File: config.mk
export PLATFORM = sky130hd
export DESIGN_NAME = ps2_host_tx
export DESIGN_NICKNAME = d
export VERILOG_FILES = /design/src/rtl/ps2_host_tx.sv
export SDC_FILE = /design/constraint.sdc
export NUM_CORES = 1
export LEC_CHECK = 0
export ABC_CLOCK_PERIOD_IN_PS = 2400
export CORE_MARGIN = 10
export CORE_UTILIZATION = 37
export DETAILED_ROUTE_END_ITERATION = 16
export GPL_ROUTABILITY_DRIVEN = 0
export PLACE_DENSITY = 0.57
export SLEW_MARGIN = 20
export SYNTH_ARGS = -nofsm -noshare
export SYNTH_HDL_FRONTEND = slang
export SYNTH_SLANG_ARGS = --single-unit
File: constraint.sdc
create_clock -name clk -period 2.4 [get_ports clk]
set_input_delay 0.48 -clock clk [delete_from_list [all_inputs] [get_ports clk]]
set_output_delay 0.48 -clock clk [all_outputs]
set_load 0.01 [all_outputs]
File: src/rtl/ps2_host_tx.sv
// ps2_host_tx - host-to-device PS/2 transmitter.
// Sends one command byte (start, 8 data bits LSB first, odd parity, stop) to a PS/2 device.
// The device supplies the bit clock. The host owns the bus only during the clock-inhibit
// and request-to-send phases. The lines are open-drain and are driven through pull-low enables.
// Optional feature macro: PS2_TX_RETRY_EN. When it is defined, the first NACK or timeout
// re-sends the same byte once, and only a second failure reports tx_error.
module ps2_host_tx #(
    parameter int INHIBIT_CYCLES = 12000,
    parameter int TIMEOUT_CYCLES = 2000000,
    parameter int FILTER_LEN     = 8
) (
    input  logic       clk,
    input  logic       reset,
    input  logic       tx_valid,
    input  logic [7:0] tx_data,
    output logic       tx_ready,
    output logic       tx_done,
    output logic       tx_error,
    input  logic       ps2_clk_in,
    input  logic       ps2_data_in,
    output logic       ps2_clk_oe,
    output logic       ps2_data_oe
);
    localparam int INH_W = $clog2(INHIBIT_CYCLES + 1);
    localparam int TMO_W = $clog2(TIMEOUT_CYCLES + 1);
    localparam int FLT_W = $clog2(FILTER_LEN + 1);

    typedef enum logic [2:0] {
        IDLE, INHIBIT, START, SHIFT, ACK, WAITIDLE, DONE, ERROR
    } state_t;

    state_t           state;
    logic [1:0]       clk_sync;
    logic [1:0]       data_sync;
    logic             clk_s;
    logic             data_s;
    logic             clk_filt;
    logic             clk_filt_d;
    logic [FLT_W-1:0] flt_cnt;
    logic             fall;
    logic [INH_W-1:0] inh_cnt;
    logic [TMO_W-1:0] tmo_cnt;
    logic [3:0]       bit_cnt;
    logic [9:0]       frame;
    logic [7:0]       data_q;
    logic             parity_q;
    logic             fail;
    logic             retry_ok;

    assign clk_s  = clk_sync[1];
    assign data_s = data_sync[1];

    // Two-flop synchronisers for both asynchronous lines; the idle bus level is high.
    // NOTE: sequential logic uses non-blocking assignments so every flop samples pre-edge values.
    always_ff @(posedge clk) begin
        if (reset) begin
            clk_sync  <= 2'b11;
            data_sync <= 2'b11;
        end else begin
            clk_sync  <= {clk_sync[0], ps2_clk_in};
            data_sync <= {data_sync[0], ps2_data_in};
        end
    end

    // Glitch filter: the clock level flips only after FILTER_LEN consecutive differing samples.
    always_ff @(posedge clk) begin
        if (reset) begin
            clk_filt   <= 1'b1;
            clk_filt_d <= 1'b1;
            flt_cnt    <= '0;
        end else begin
            clk_filt_d <= clk_filt;
            if (clk_s == clk_filt) begin
                flt_cnt <= '0;
            end else if (flt_cnt == FLT_W'(FILTER_LEN - 1)) begin
                clk_filt <= clk_s;
                flt_cnt  <= '0;
            end else begin
                flt_cnt <= flt_cnt + 1'b1;
            end
        end
    end

    assign fall = clk_filt_d & ~clk_filt;

    // A frame fails when the device is too slow, or when it leaves data high at the ACK clock.
    assign fail = ((state == SHIFT) || (state == ACK)) &&
                  ((tmo_cnt == TMO_W'(TIMEOUT_CYCLES - 1)) || ((state == ACK) && fall && data_s));

`ifdef PS2_TX_RETRY_EN
    logic retried;

    // Remembers that the current byte has already used its single retry.
    always_ff @(posedge clk) begin
        if (reset) begin
            retried <= 1'b0;
        end else if (tx_valid && tx_ready) begin
            retried <= 1'b0;
        end else if (fail) begin
            retried <= 1'b1;
        end
    end

    assign retry_ok = ~retried;
`else
    assign retry_ok = 1'b0;
`endif

    // Transmit sequencer. Each output is updated together with the state transition that implies it.
    always_ff @(posedge clk) begin
        if (reset) begin
            state       <= IDLE;
            tx_ready    <= 1'b1;
            tx_done     <= 1'b0;
            tx_error    <= 1'b0;
            ps2_clk_oe  <= 1'b0;
            ps2_data_oe <= 1'b0;
            inh_cnt     <= '0;
            tmo_cnt     <= '0;
            bit_cnt     <= '0;
            frame       <= '0;
            data_q      <= '0;
            parity_q    <= 1'b0;
        end else begin
            tx_done  <= 1'b0;
            tx_error <= 1'b0;
            if (fail) begin
                tmo_cnt <= '0;
                if (retry_ok) begin
                    state       <= INHIBIT;
                    inh_cnt     <= '0;
                    ps2_clk_oe  <= 1'b1;
                    ps2_data_oe <= 1'b0;
                end else begin
                    state       <= ERROR;
                    tx_error    <= 1'b1;
                    ps2_clk_oe  <= 1'b0;
                    ps2_data_oe <= 1'b0;
                end
            end else begin
                case (state)
                    IDLE: begin
                        if (tx_valid && tx_ready) begin
                            data_q     <= tx_data;
                            parity_q   <= ~^tx_data;
                            tx_ready   <= 1'b0;
                            ps2_clk_oe <= 1'b1;
                            inh_cnt    <= '0;
                            state      <= INHIBIT;
                        end
                    end
                    INHIBIT: begin
                        if (inh_cnt == INH_W'(INHIBIT_CYCLES - 1)) begin
                            ps2_data_oe <= 1'b1;
                            inh_cnt     <= '0;
                            state       <= START;
                        end else begin
                            inh_cnt <= inh_cnt + 1'b1;
                        end
                    end
                    START: begin
                        // Release the clock while keeping data low; the low data line is the start bit.
                        ps2_clk_oe <= 1'b0;
                        frame      <= {1'b1, parity_q, data_q};
                        bit_cnt    <= '0;
                        tmo_cnt    <= '0;
                        state      <= SHIFT;
                    end
                    SHIFT: begin
                        tmo_cnt <= tmo_cnt + 1'b1;
                        if (fall) begin
                            ps2_data_oe <= ~frame[0];
                            frame       <= {1'b0, frame[9:1]};
                            if (bit_cnt == 4'd9) begin
                                state <= ACK;
                            end else begin
                                bit_cnt <= bit_cnt + 1'b1;
                            end
                        end
                    end
                    ACK: begin
                        tmo_cnt <= tmo_cnt + 1'b1;
                        if (fall) begin
                            state <= WAITIDLE;
                        end
                    end
                    WAITIDLE: begin
                        if (clk_filt && data_s) begin
                            tx_done <= 1'b1;
                            state   <= DONE;
                        end
                    end
                    DONE, ERROR: begin
                        tx_ready <= 1'b1;
                        state    <= IDLE;
                    end
                    default: begin
                        state <= IDLE;
                    end
                endcase
            end
        end
    end

endmodule

==> results by group <==
Timing
  – RSZ-0062 raised after global routing: false
  – Setup Skew: 0.0107 ns
  – Max_slew headroom: 0.615
  – Crit share post-route: 0.878
  – Final setup viols: 0
  – Fin crit period: about 2.1 ns
  – Final slew viol count: 0
  – Worst-margin pin slew: 0.578 ns
  – Setup Total Neg Slack: 0 ns
  – Final Hold Fails: 0
  – Minimum hold slack: 0.409 ns
  – Max Freq: 0.475 GHz

Placement
  – Placed instance count: 584
  – DP HPWL: 5.96 mm
  – I/O Buffers: 17

Detailed routing
  – Final wirelength: 8.45 mm
  – Vias per cell: 5.31
  – Vias: roughly 3.2k
  – Drt first-iter violations: 192
  – Wire length per cell: 14.1 um
  – Initial DRT Pass Iterations: 4
  – # DRC: 0
  – DRT antenna net count: 0

Logic synthesis
  – Most frequent cell after synthesis: dfxtp_1
  – Synth Register Bits: 76
  – Syn_nets: roughly 450
  – Syn_area_per_cell: 8.52 um^2
  – Sequential element share of the synthesized area: 0.412
  – Top cells by area in the synthesized netlist: dfxtp_1 41%, nor2_1 5.8%, nand2_1 5.2%
  – Mapped Cells: approximately 430
  – Synth cell count leaders: 76 x dfxtp_1, 57 x nor2_1, 51 x nand2_1
  – Area leader, netlist: dfxtp_1
  – Async set or reset register ratio after synthesis: 0
  – Library cells used by synthesis: between 60 and 70
  – Synth Flop Type: dfxtp_1
  – Synth top area share: 0.412
  – Post-synth EDFFs: 0
  – Mapped Area: approximately 3700 um^2
  – Syn. warnings: 0

GRT
  – Number of global-route vias before repair: about 3k
  – GRT Residual Overflow: 0
  – Maximum number of pins on one net before global-route repair: 36
  – Met1 Usage GRT: 0.147
  – First-pass GRT wire length: between 10 and 15 mm
  – Overall routing resource usage: 0.120
  – Most Crowded Layer GR: met2
  – Met2 GRT Util: 0.197
  – GR Util met3: 0.0323
  – Initial antenna violation count: 0

Setup path
  – Crit-path max FO: 22
  – R2R Path End: tmo_cnt[4]
  – Critical Path RT: roughly 2.7 ns
  – CP Launch Type: flip-flop
  – Max stage delay on crit path: 0.59 ns
  – Bufs and invs on worst path: 1
  – Arrival time worst endpoint: around 2.4 ns
  – Setup Crit Path Kind: flip-flop to flip-flop
  – CP Capture Type: flip-flop
  – R2r startpoint: state[1]
  – Worst path top cell family by delay: compound AO/OA/AOI/OAI gates
  – R2R setup slack: 0.29 ns
  – Cells along the critical path: nor3b_1, o211ai_1, o32ai_1, nand2b_1, buf_12, a311oi_1
  – Reg2reg path depth: 6
  – Slowest cell on the critical path: dfxtp_1

Power and ir drop
  – Worst-case vdd ir drop: 0.000293 V
  – Power per standard cell area: between 700 and 800 nW/um^2
  – Final Power: 0.00307 W
  – Leakage: 1.45 nW

Floorplanning
  – Die area: 14,400 um^2
  – Die Height: 120 um
  – # rows: 36
  – Initial Util: 0.378
  – Die width: around 120 um
  – I/O pins: 18
  – Core area: 9770 um^2

Clock tree
  – CTS max path bufs: 2
  – H-Tree Depth: 3
  – Clock Latency Late Sink: 0.35 ns
  – CTS Sinks: 76
  – Total CTS buffers: 9
  – Root Driver: clkbuf_8
  – Clock transition at the registers of the reported paths: 0.08 ns
  – CTS tree: built

Min path
  – Hold WC Path Type: flip-flop to flip-flop
  – Worst Hold Depth: 1
  – Worst Hold End: clk_sync[1]
  – Hold Crit Start: clk_sync[0]

Finish
  – Layout cells sized above 1: 0.122
  – Nets@finish: 480
  – Post-route insts no fill: 599
  – ANT cells: 0
  – Core Util, Final: 0.444
  – Final-layout fill cell count: 960
  – Area Overhead vs Synth: 17.5%

Run
  – Max-cap violation count: 0

Status
  – Outcome: finished clean
==> worst max path at each step <==
stage                     slack (ns)           to  cells after the start        from
after global placement          0.09  inh_cnt[10]                      6    tx_valid
after floorplan                 0.53     state[1]                      6  bit_cnt[0]
after CTS                       0.16   inh_cnt[5]                      7  inh_cnt[0]
after detailed placement         0.1  inh_cnt[10]                      6    tx_valid
after global routing            0.09  tmo_cnt[13]                      6    state[1]
final                           0.29   tmo_cnt[4]                      6    state[1]
==> sequential cells by signal (all words and copies together), names as in the netlist <==
register,count
tx_done,1
ps2_data_oe,1
ps2_clk_oe,1
clk_sync,2
tmo_cnt,21
tx_error,1
tx_ready,1
data_sync,2
frame,10
bit_cnt,4
clk_filt,1
data_q,8
inh_cnt,14
parity_q,1
clk_filt_d,1
flt_cnt,4
state,3
==> placed cells by master (no fill, tap or decap), drive strengths merged, types with 3 or more instances in the layout <==
cell type and instances:
a21oi 20, a311oi 20, a31oi 7, a41oi 4, and2 4, and3 6, and4 4, buf 22
clkbuf 9, clkdlybuf4s50 17, clkinv 3, dfxtp 76, ha 5, inv 5, mux2i 13, nand2 52
nand2b 3, nand3 15, nand3b 6, nand4 11, nor2 57, nor3 7, nor3b 3, nor4 7
o21ai 17, or2 12, or4 3, xnor2 12, xor2 7
==> layer usage <==
metal	part of all wire	up-vias
li1	-	1644
met1	0.49	1469
met2	0.46	62
met3	0.036	7
met4	0.010	0
met5	0	-
==> metrics by stage <==
step	worst slack, ns	instance area [um^2]
2_1_floorplan	0.530	3700
3_3_place_gp	0.0896	4120
3_5_place_dp	0.0987	4120
4_1_cts	0.160	4340
5_1_grt	0.0897	4340
6_report	0.294	4340
==> worst register-to-register path, delay by kind of cell (launching register included) <==
family | cells | cell delay [ns]
flops | 1 | 0.59
buf+inv | 1 | 0.22
simple gates | 2 | 0.44
compound gates | 3 | 0.77
==> repair_timing <==
item	in CTS	in global routing
setup endpoints to repair	0	7
hold buffers	0	0
setup buffers	0	0
resized for setup	0	1
==> power breakdown <==
group	total, W	internal [W]	switching [W]
Clock	0.00107	0.000581	0.000485
Combinational	0.000598	0.000269	0.000329
Sequential	0.00141	0.00134	0.0000683
Total	0.00307	0.00219	0.000882
==> final cells by class <==
class,instances,area (um^2),area share
multi-input combinational,331,2060,0.475
inverter,5,18.8,0.00432
sequential,76,1520,0.350
tap,133,166,0.0383
timing repair buffer,39,360,0.0829
clock buffer,9,124,0.0285
clock inverter,6,90.1,0.0207
==> cells by family (layout without fill, tap and decap cells) <==
group,count (synthesis),count (layout),synth area share
muxes,14,14,0.0382
AOI/OAI and AO/OA,91,91,0.171
buffers and inverters,27,59,0.0342
xor gates and xnor gates,19,19,0.0450
DFF,76,76,0.412
adders and majority gates,5,5,0.0169
and+or+nand+nor,202,202,0.283
No activity file was read; power rests on OpenSTA's default activity.
